==> src/rtl/sync_up_counter_if.sv <==
// Handshake/bus bundle for sync_up_counter.
// Master drives controls; slave (the counter) drives count and flags.
interface sync_up_counter_if #(
  parameter int WIDTH = 4
);
  logic             en;
  logic             load;
  logic [WIDTH-1:0] load_val;
  logic             clear_wrap;
  logic [WIDTH-1:0] out;
  logic             tc;
  logic             wrap;
  logic             wrap_sticky;

  modport master (
    output en,
    output load,
    output load_val,
    output clear_wrap,
    input  out,
    input  tc,
    input  wrap,
    input  wrap_sticky
  );

  modport slave (
    input  en,
    input  load,
    input  load_val,
    input  clear_wrap,
    output out,
    output tc,
    output wrap,
    output wrap_sticky
  );
endinterface

==> src/rtl/sync_up_counter.sv <==
// Synchronous modulo-MODULUS up counter with clamped load,
// terminal count for cascading, and wrap pulse / sticky wrap flags.
module sync_up_counter #(
  parameter int WIDTH   = 4,
  parameter int MODULUS = 16
) (
  input  logic               clk,
  input  logic               rst,
  sync_up_counter_if.slave   bus
);

  localparam logic [WIDTH-1:0] MAX = WIDTH'(MODULUS - 1);
  localparam logic [WIDTH-1:0] ONE = WIDTH'(1);

  logic [WIDTH-1:0] out_d;
  logic [WIDTH-1:0] out_q;
  logic             wrap_d;
  logic             wrap_q;
  logic             sticky_d;
  logic             sticky_q;
  logic             at_max;

  assign at_max = (out_q == MAX);

  // Next-state: load beats enable; explicit compare drives the wrap.
  always_comb begin
    out_d    = out_q;
    wrap_d   = 1'b0;
    sticky_d = sticky_q;
    if (bus.load) begin
      if (bus.load_val > MAX) begin
        out_d = MAX;
      end else begin
        out_d = bus.load_val;
      end
    end else if (bus.en) begin
      if (at_max) begin
        out_d  = '0;
        wrap_d = 1'b1;
      end else begin
        out_d = out_q + ONE;
      end
    end
    if (wrap_d) begin
      sticky_d = 1'b1;
    end else if (bus.clear_wrap) begin
      sticky_d = 1'b0;
    end
  end

  // State registers; rst clears everything without waiting for clk.
  always_ff @(posedge clk or posedge rst) begin
    if (rst) begin
      out_q    <= '0;
      wrap_q   <= 1'b0;
      sticky_q <= 1'b0;
    end else begin
      out_q    <= out_d;
      wrap_q   <= wrap_d;
      sticky_q <= sticky_d;
    end
  end

  assign bus.out         = out_q;
  assign bus.wrap        = wrap_q;
  assign bus.wrap_sticky = sticky_q;
  assign bus.tc          = at_max & bus.en & ~bus.load;

endmodule

==> src/flat_wrapper.sv <==
// flat-port wrapper written by rule: the top's interface ports become plain ports
module sync_up_counter_flat 
#(
  parameter int WIDTH   = 4,
  parameter int MODULUS = 16
)
  (clk, rst, bus_en, bus_load, bus_load_val, bus_clear_wrap, bus_out, bus_tc, bus_wrap, bus_wrap_sticky);
  sync_up_counter_if #(.WIDTH(WIDTH)) bus_i ();
  input  logic clk;
  input  logic rst;
  input wire logic [$bits(bus_i.en)-1:0] bus_en;
  input wire logic [$bits(bus_i.load)-1:0] bus_load;
  input wire logic [$bits(bus_i.load_val)-1:0] bus_load_val;
  input wire logic [$bits(bus_i.clear_wrap)-1:0] bus_clear_wrap;
  output wire logic [$bits(bus_i.out)-1:0] bus_out;
  output wire logic [$bits(bus_i.tc)-1:0] bus_tc;
  output wire logic [$bits(bus_i.wrap)-1:0] bus_wrap;
  output wire logic [$bits(bus_i.wrap_sticky)-1:0] bus_wrap_sticky;
  assign bus_i.en = bus_en;
  assign bus_i.load = bus_load;
  assign bus_i.load_val = bus_load_val;
  assign bus_i.clear_wrap = bus_clear_wrap;
  assign bus_out = bus_i.out;
  assign bus_tc = bus_i.tc;
  assign bus_wrap = bus_i.wrap;
  assign bus_wrap_sticky = bus_i.wrap_sticky;
  sync_up_counter #(.WIDTH(WIDTH), .MODULUS(MODULUS)) u_core (.clk(clk), .rst(rst), .bus(bus_i));
endmodule
==> config.mk <==
export PLATFORM = sky130hd
export DESIGN_NAME = sync_up_counter_flat
export DESIGN_NICKNAME = d
export VERILOG_FILES = /design/src/rtl/sync_up_counter_if.sv /design/src/rtl/sync_up_counter.sv /design/src/flat_wrapper.sv
export SDC_FILE = /design/constraint.sdc
export NUM_CORES = 1
export LEC_CHECK = 0
export ABC_CLOCK_PERIOD_IN_PS = 1020
export BUFFER_PORTS_ARGS = -buffer_cell sky130_fd_sc_hd__buf_2
export CAP_MARGIN = 30
export CORE_AREA = 2 2 39 41
export DETAILED_ROUTE_END_ITERATION = 16
export DIE_AREA = 0 0 41 43
export GPL_TIMING_DRIVEN = 1
export PLACE_DENSITY = 0.48
export SLEW_MARGIN = 20
export SYNTH_ARGS = -nofsm -noshare
export SYNTH_HDL_FRONTEND = slang
export SYNTH_SLANG_ARGS = --single-unit
==> constraint.sdc <==
create_clock -name clk -period 1.02 [get_ports clk]
set_input_delay 0 -clock clk [delete_from_list [all_inputs] [get_ports clk]]
set_output_delay 0 -clock clk [all_outputs]
set_load 0.01 [all_outputs]
; ---- Word level (Yosys, flattened, before mapping)
; Index checks and enable logic that the tools add are counted.
[op_classes]
n_lt_le_gt_ge = 1
reduce_logical = 2
add_sub_neg = 1
n_div = 0
n_bitwise = 3
n_mux = 9
n_shift = 0
multipliers = 0
eq_ne = 1
[ops]
columns = op, n
row1 = two-way mux 4 bit, 4
row2 = two-way mux 1 bit, 5
row3 = adder 4 x 1 -> 4 bit (second input constant), 1
row4 = == test 4 bit (second input constant), 1
row5 = greater-than comparator 4 bit (second input constant), 1
row6 = nonzero test 2 bit, 2
row7 = AND 1 bit, 2
row8 = inverter 1 bit, 1
[word_totals]
ram_bits = 0
reg_bits = 6
in_bits = 9
latchBits = 0
rom_bits = 0
elab_cells = 20
output_inout_bits = 7
mem_count = 0

; ---- Depth between registers and ports, before layout
[depth]
word_depth = 5
ltp_mapped = 4
ltp_nobuf = 4

; ---- Least setup slack after synthesis
; No wires, ideal clock.
[synth_path]
path_type = register -> register
startpoint = register u_core.out_q[0], in the netlist u_core.bus.out[0]
endpoint = register u_core.sticky_q, in the netlist u_core.bus.wrap_sticky
slack_ps = -277
stages_incl_launch_ff = 5
arrival_ps = 1231
path_buffers = 0
synth_period_minus_slack_ps = 1297
setup_ps = 66
path_cell_list = dfrtp_1 > ha_1 > nand2_1 > nor3_1 > a21o_1
[synth_between]
elab_chain_cells = 5
elab_cells_between_ends = 6
[synth_rtl]
columns = element, line_no
row1 = "start, declared", sync_up_counter.sv:16  ; logic [WIDTH-1:0] out_q;
row2 = "start signal, assigned", sync_up_counter.sv:58  ; out_q <= out_d;
row3 = == test 4 bit *, sync_up_counter.sv:23  ; assign at_max = (out_q == MAX);
row4 = two-way mux 1 bit *, sync_up_counter.sv:37  ; if (at_max) begin
row5 = two-way mux 1 bit *, sync_up_counter.sv:36  ; end else if (bus.en) begin
row6 = two-way mux 1 bit *, sync_up_counter.sv:30  ; if (bus.load) begin
row7 = two-way mux 1 bit or nonzero test 2 bit (tied branches), -
row8 = "end signal, assigned", sync_up_counter.sv:60  ; sticky_q <= sticky_d;
row9 = "end, declared", sync_up_counter.sv:20  ; logic sticky_q;
; Every way passes the cells marked *; elsewhere a longest branch is shown, timed or not.
; A chain may end at the register's enable or synchronous reset.

; ---- Worst setup path after layout
[layout_path]
startpoint = register u_core.out_q[1], in the netlist u_core.bus.out[1]
endpoint = register u_core.out_q[3], in the netlist u_core.bus.out[3]
[layout_between]
elab_chain_cells = 4
elab_cells_between_ends = 5
[layout_rtl]
columns = element, line_no
row1 = adder 4 x 1 -> 4 bit or == test 4 bit (tied branches), "sync_up_counter.sv:41, sync_up_counter.sv:23"
row2 = two-way mux 4 bit *, sync_up_counter.sv:37
row3 = two-way mux 4 bit *, sync_up_counter.sv:36
row4 = two-way mux 4 bit *, sync_up_counter.sv:30
; Every way passes the cells marked *; elsewhere a longest branch is shown, timed or not. The select of a mux whose other input is x is not followed.

==> flow_metrics.env <==
export IMPL_run_status="complete, but fails checks"
export IMPL_violations="setup timing"
export IMPL_place_ws_ps=-29.5
export IMPL_h_tree_depth=1
export IMPL_setup_cp_type="register to register"
export IMPL_first_global_vias=341
export IMPL_worst_slew_margin_rel_pct=83.7
export IMPL_p_per_area_nw_per_um2=1270
export IMPL_tritoncts="built"
export IMPL_die_w_um=41
export IMPL_dr_pass1_iters=5
export IMPL_synth_xor_area_share_pct=2.86
export IMPL_post_route_util_pct=43.4
export IMPL_yosysSeqAreaShare_pct=49.0
export IMPL_ys_seq_elements=6
export IMPL_critical_path_max_fanout=3
export IMPL_pwr_share_seq_pct=36.1
export IMPL_arrival_ps=1380
export IMPL_postSynthNetCount=44
export IMPL_wirelength_um=896
export IMPL_report_final_hold_viol_count=0
export IMPL_distinct_cell_type_count_of_the_synthesized_netlist=16
export IMPL_crit_reg_reg_startpoint="u_core.bus.out[1]"
export IMPL_die_area_um2=1760
export IMPL_multiInputGateArea_um2=199
export IMPL_total_standard_cell_area_after_synthesis_um2=307
export IMPL_number_of_warnings_printed_during_yosys_synthesis=0
export IMPL_number_of_drc_violations_after_detailed_routing_iteration_0=8
export IMPL_area_delta_synth_final_pct=95.9
export IMPL_worst_setup_margin_ps=-167
export IMPL_setup_repair_after_global_routing_missed_its_margin="true"
export IMPL_period_share_pct=116
export IMPL_cts_reportedPaths_clkPinSlew_ps=60
export IMPL_post_drt_via_cell_ratio=4.43
export IMPL_filler_cell_count=160
export IMPL_layout_min_cycle_time_ps=1190
export IMPL_coreArea_um2=1380
export IMPL_cts_root_to_sink_buffers=2
export IMPL_avgRoutedWirePerCell_um=10.9
export IMPL_timing_hold_worst_path_depth=3
export IMPL_drc=0
export IMPL_starting_density_of_the_core_pct=22.2
export IMPL_timing_reg2reg_setup_slack_ps=-170
export IMPL_fmaxAchievable_mhz=843
export IMPL_portion_of_total_power_attributed_to_combinational_logic_pct=30.7
export IMPL_max_vdd_ir_drop_mv=0.461
export IMPL_track_usage_pct=12.8
export IMPL_combinational_family_with_the_most_area_after_synthesis="simple AND/OR/NAND/NOR gates"
export IMPL_cts_root_buffer_cell="clkbuf_4"
export IMPL_syn_inst=34
export IMPL_finalNonFillerCells=82
export IMPL_async_reset_ff_share_pct=100
export IMPL_tritoncts_num_buffers=3
export IMPL_dpl_hpwl_um=590
export IMPL_place_congestion=0.710
export IMPL_power_switching_uw=230
export IMPL_layout_area_seq_um2=151
export IMPL_first_pass_grt_wire_length_um=1390
export IMPL_hold_path_startpoint="bus_clear_wrap"
export IMPL_detail_route_antenna_nets=0
export IMPL_finalNetCount=77
export IMPL_synthMuxAreaShare_pct=3.27
export IMPL_cellInternalPower_uw=531
export IMPL_sw_frac_of_total_pct=30.2
export IMPL_cellLeakagePower_nw=0.321
export IMPL_vias=363
export IMPL_holdPathEnd="u_core.bus.wrap_sticky"
export IMPL_worst_hold_path_type="input pin to register"
export IMPL_synthesized_area_fraction_occupied_by_ao_oa_aoi_and_oai_cells_pct=12.2
export IMPL_tns_ps=-520
export IMPL_post_synth_cell_area_avg_um2=9.02
export IMPL_final_cell_area_um2=601
export IMPL_cp_data_required_time_ps=1210
export IMPL_synth_simple_gate_area_share_pct=24.5
export IMPL_cp_start_kind="register"
export IMPL_ff2ff_path_depth=4
export IMPL_worstSkewPairLatency_ps=250
export IMPL_std_cell_rows=14
export IMPL_layout_cells_most_common_list="15 x buf_2, 8 x buf_4, 5 x nand2_1, 5 x dlygate4sd3_1, 5 x dfrtp_1"
export IMPL_num_antenna_cells=0
export IMPL_clock_power_share_pct=33.2
export IMPL_hold_worst_slack_ps=22.1
export IMPL_dp_cells=69
export IMPL_synth_edf_count=0
export IMPL_post_dp_cell_area_um2=449
export IMPL_measured_slew_at_the_worst_slew_check_pin_ps=244
export IMPL_grt_antenna_before_repair=0
export IMPL_critical_path_endpoint_type="register"
export IMPL_final_max_slew_violation_count=0
export IMPL_boundaryPins=16
export IMPL_io_buffer_count=15
export IMPL_setup_viol=6
export IMPL_floorplan_die_height_um=43
export IMPL_layout_cells_most_common="buf_2"
export IMPL_synth_flop_cell="dfrtp_1"
export IMPL_finalClockSkew_ps=6.54
export IMPL_grt_max_degree=10
export IMPL_design_power_total_uw=762
export IMPL_final_layout_size_suffix_gt1_share_pct=53.0
export IMPL_clock_sinks=6
export IMPL_drv_cap=0
export IMPL_post_synth_fa_ha_maj_area_fraction_pct=4.08
export IMPL_global_route_overflow_total=0
export IMPL_regToRegEndpoint="u_core.bus.out[3]"
cell usage after synthesis (all sizes together) (2+ instances only):
cell   number  area [µm²]
inv         2        7.51
nand2       8        32.5
a21oi       2        10.0
nand3       2        10.0
nor2b       2        12.5
dfrtp       6         150
o21ai       4        20.0
state kept, by name, indices dropped and copies added, names as in the netlist:
| name | count |
|---|---|
| u_core.bus.out | 4 |
| u_core.bus.wrap_sticky | 1 |
| u_core.bus.wrap | 1 |
critical path: stages, from the launching register on:
cell and delay [ps]:
dfrtp_1 390, buf_4 140, nand2_1 40, or4_1 460, nand3_1 90
power groups by stage:
stage	registers [mW]	clock network [mW]	logic, mW
final	0.275	0.253	0.234
after global routing	0.277	0.272	0.259
after CTS	0.274	0.257	0.220
after detailed placement	0.280	0	0.160
after global placement	0.279	0	0.160
after floorplan	0.294	0	0.0639
worst max-delay path by stage:
stage | start | to | slack, ps | cells past startpoint
after floorplan | u_core.bus.out[3] | u_core.bus.out[3] | -60 | 2
after global placement | u_core.bus.out[0] | u_core.bus.out[3] | -20 | 3
after detailed placement | u_core.bus.out[0] | u_core.bus.out[3] | -30 | 3
after CTS | u_core.bus.out[0] | u_core.bus.out[3] | -140 | 4
after global routing | u_core.bus.out[1] | u_core.bus.out[3] | -200 | 4
final | u_core.bus.out[1] | u_core.bus.out[3] | -170 | 4
layout make-up:
| cell class | count | area share, % |
|---|---|---|
| multi-input cells | 25 | 33.1 |
| repair buffers | 29 | 32.7 |
| flip-flops and latches | 6 | 25.2 |
| clock buffers | 4 | 4.38 |
| well taps | 16 | 3.33 |
| inverters | 2 | 1.25 |
layer usage:
layer,vias to the layer above,track usage [%],share of wire [%]
li1,176,-,-
met1,172,13.4,42
met2,13,19.4,50
met3,2,6.28,7.1
met4,0,8.00,0.78
met5,-,0,0
cells by family (layout without fill, tap and decap cells):
| family | Yosys count | after routing |
|---|---|---|
| compound gates | 7 | 7 |
| xor+xnor | 1 | 1 |
| fa+ha+maj | 1 | 1 |
| buf+inv | 3 | 35 |
| flops | 6 | 6 |
| mux | 1 | 1 |
| simple gates | 15 | 15 |
repair_timing:
item	4_1_cts	5_1_grt
gates resized for setup	7	4
buffers inserted	4	0
hold endpoints to repair	10	0
pin swaps	4	3
endpoints found under the setup margin	6	7
hold buffers	5	0
Power figures use the tool's default switching activity.
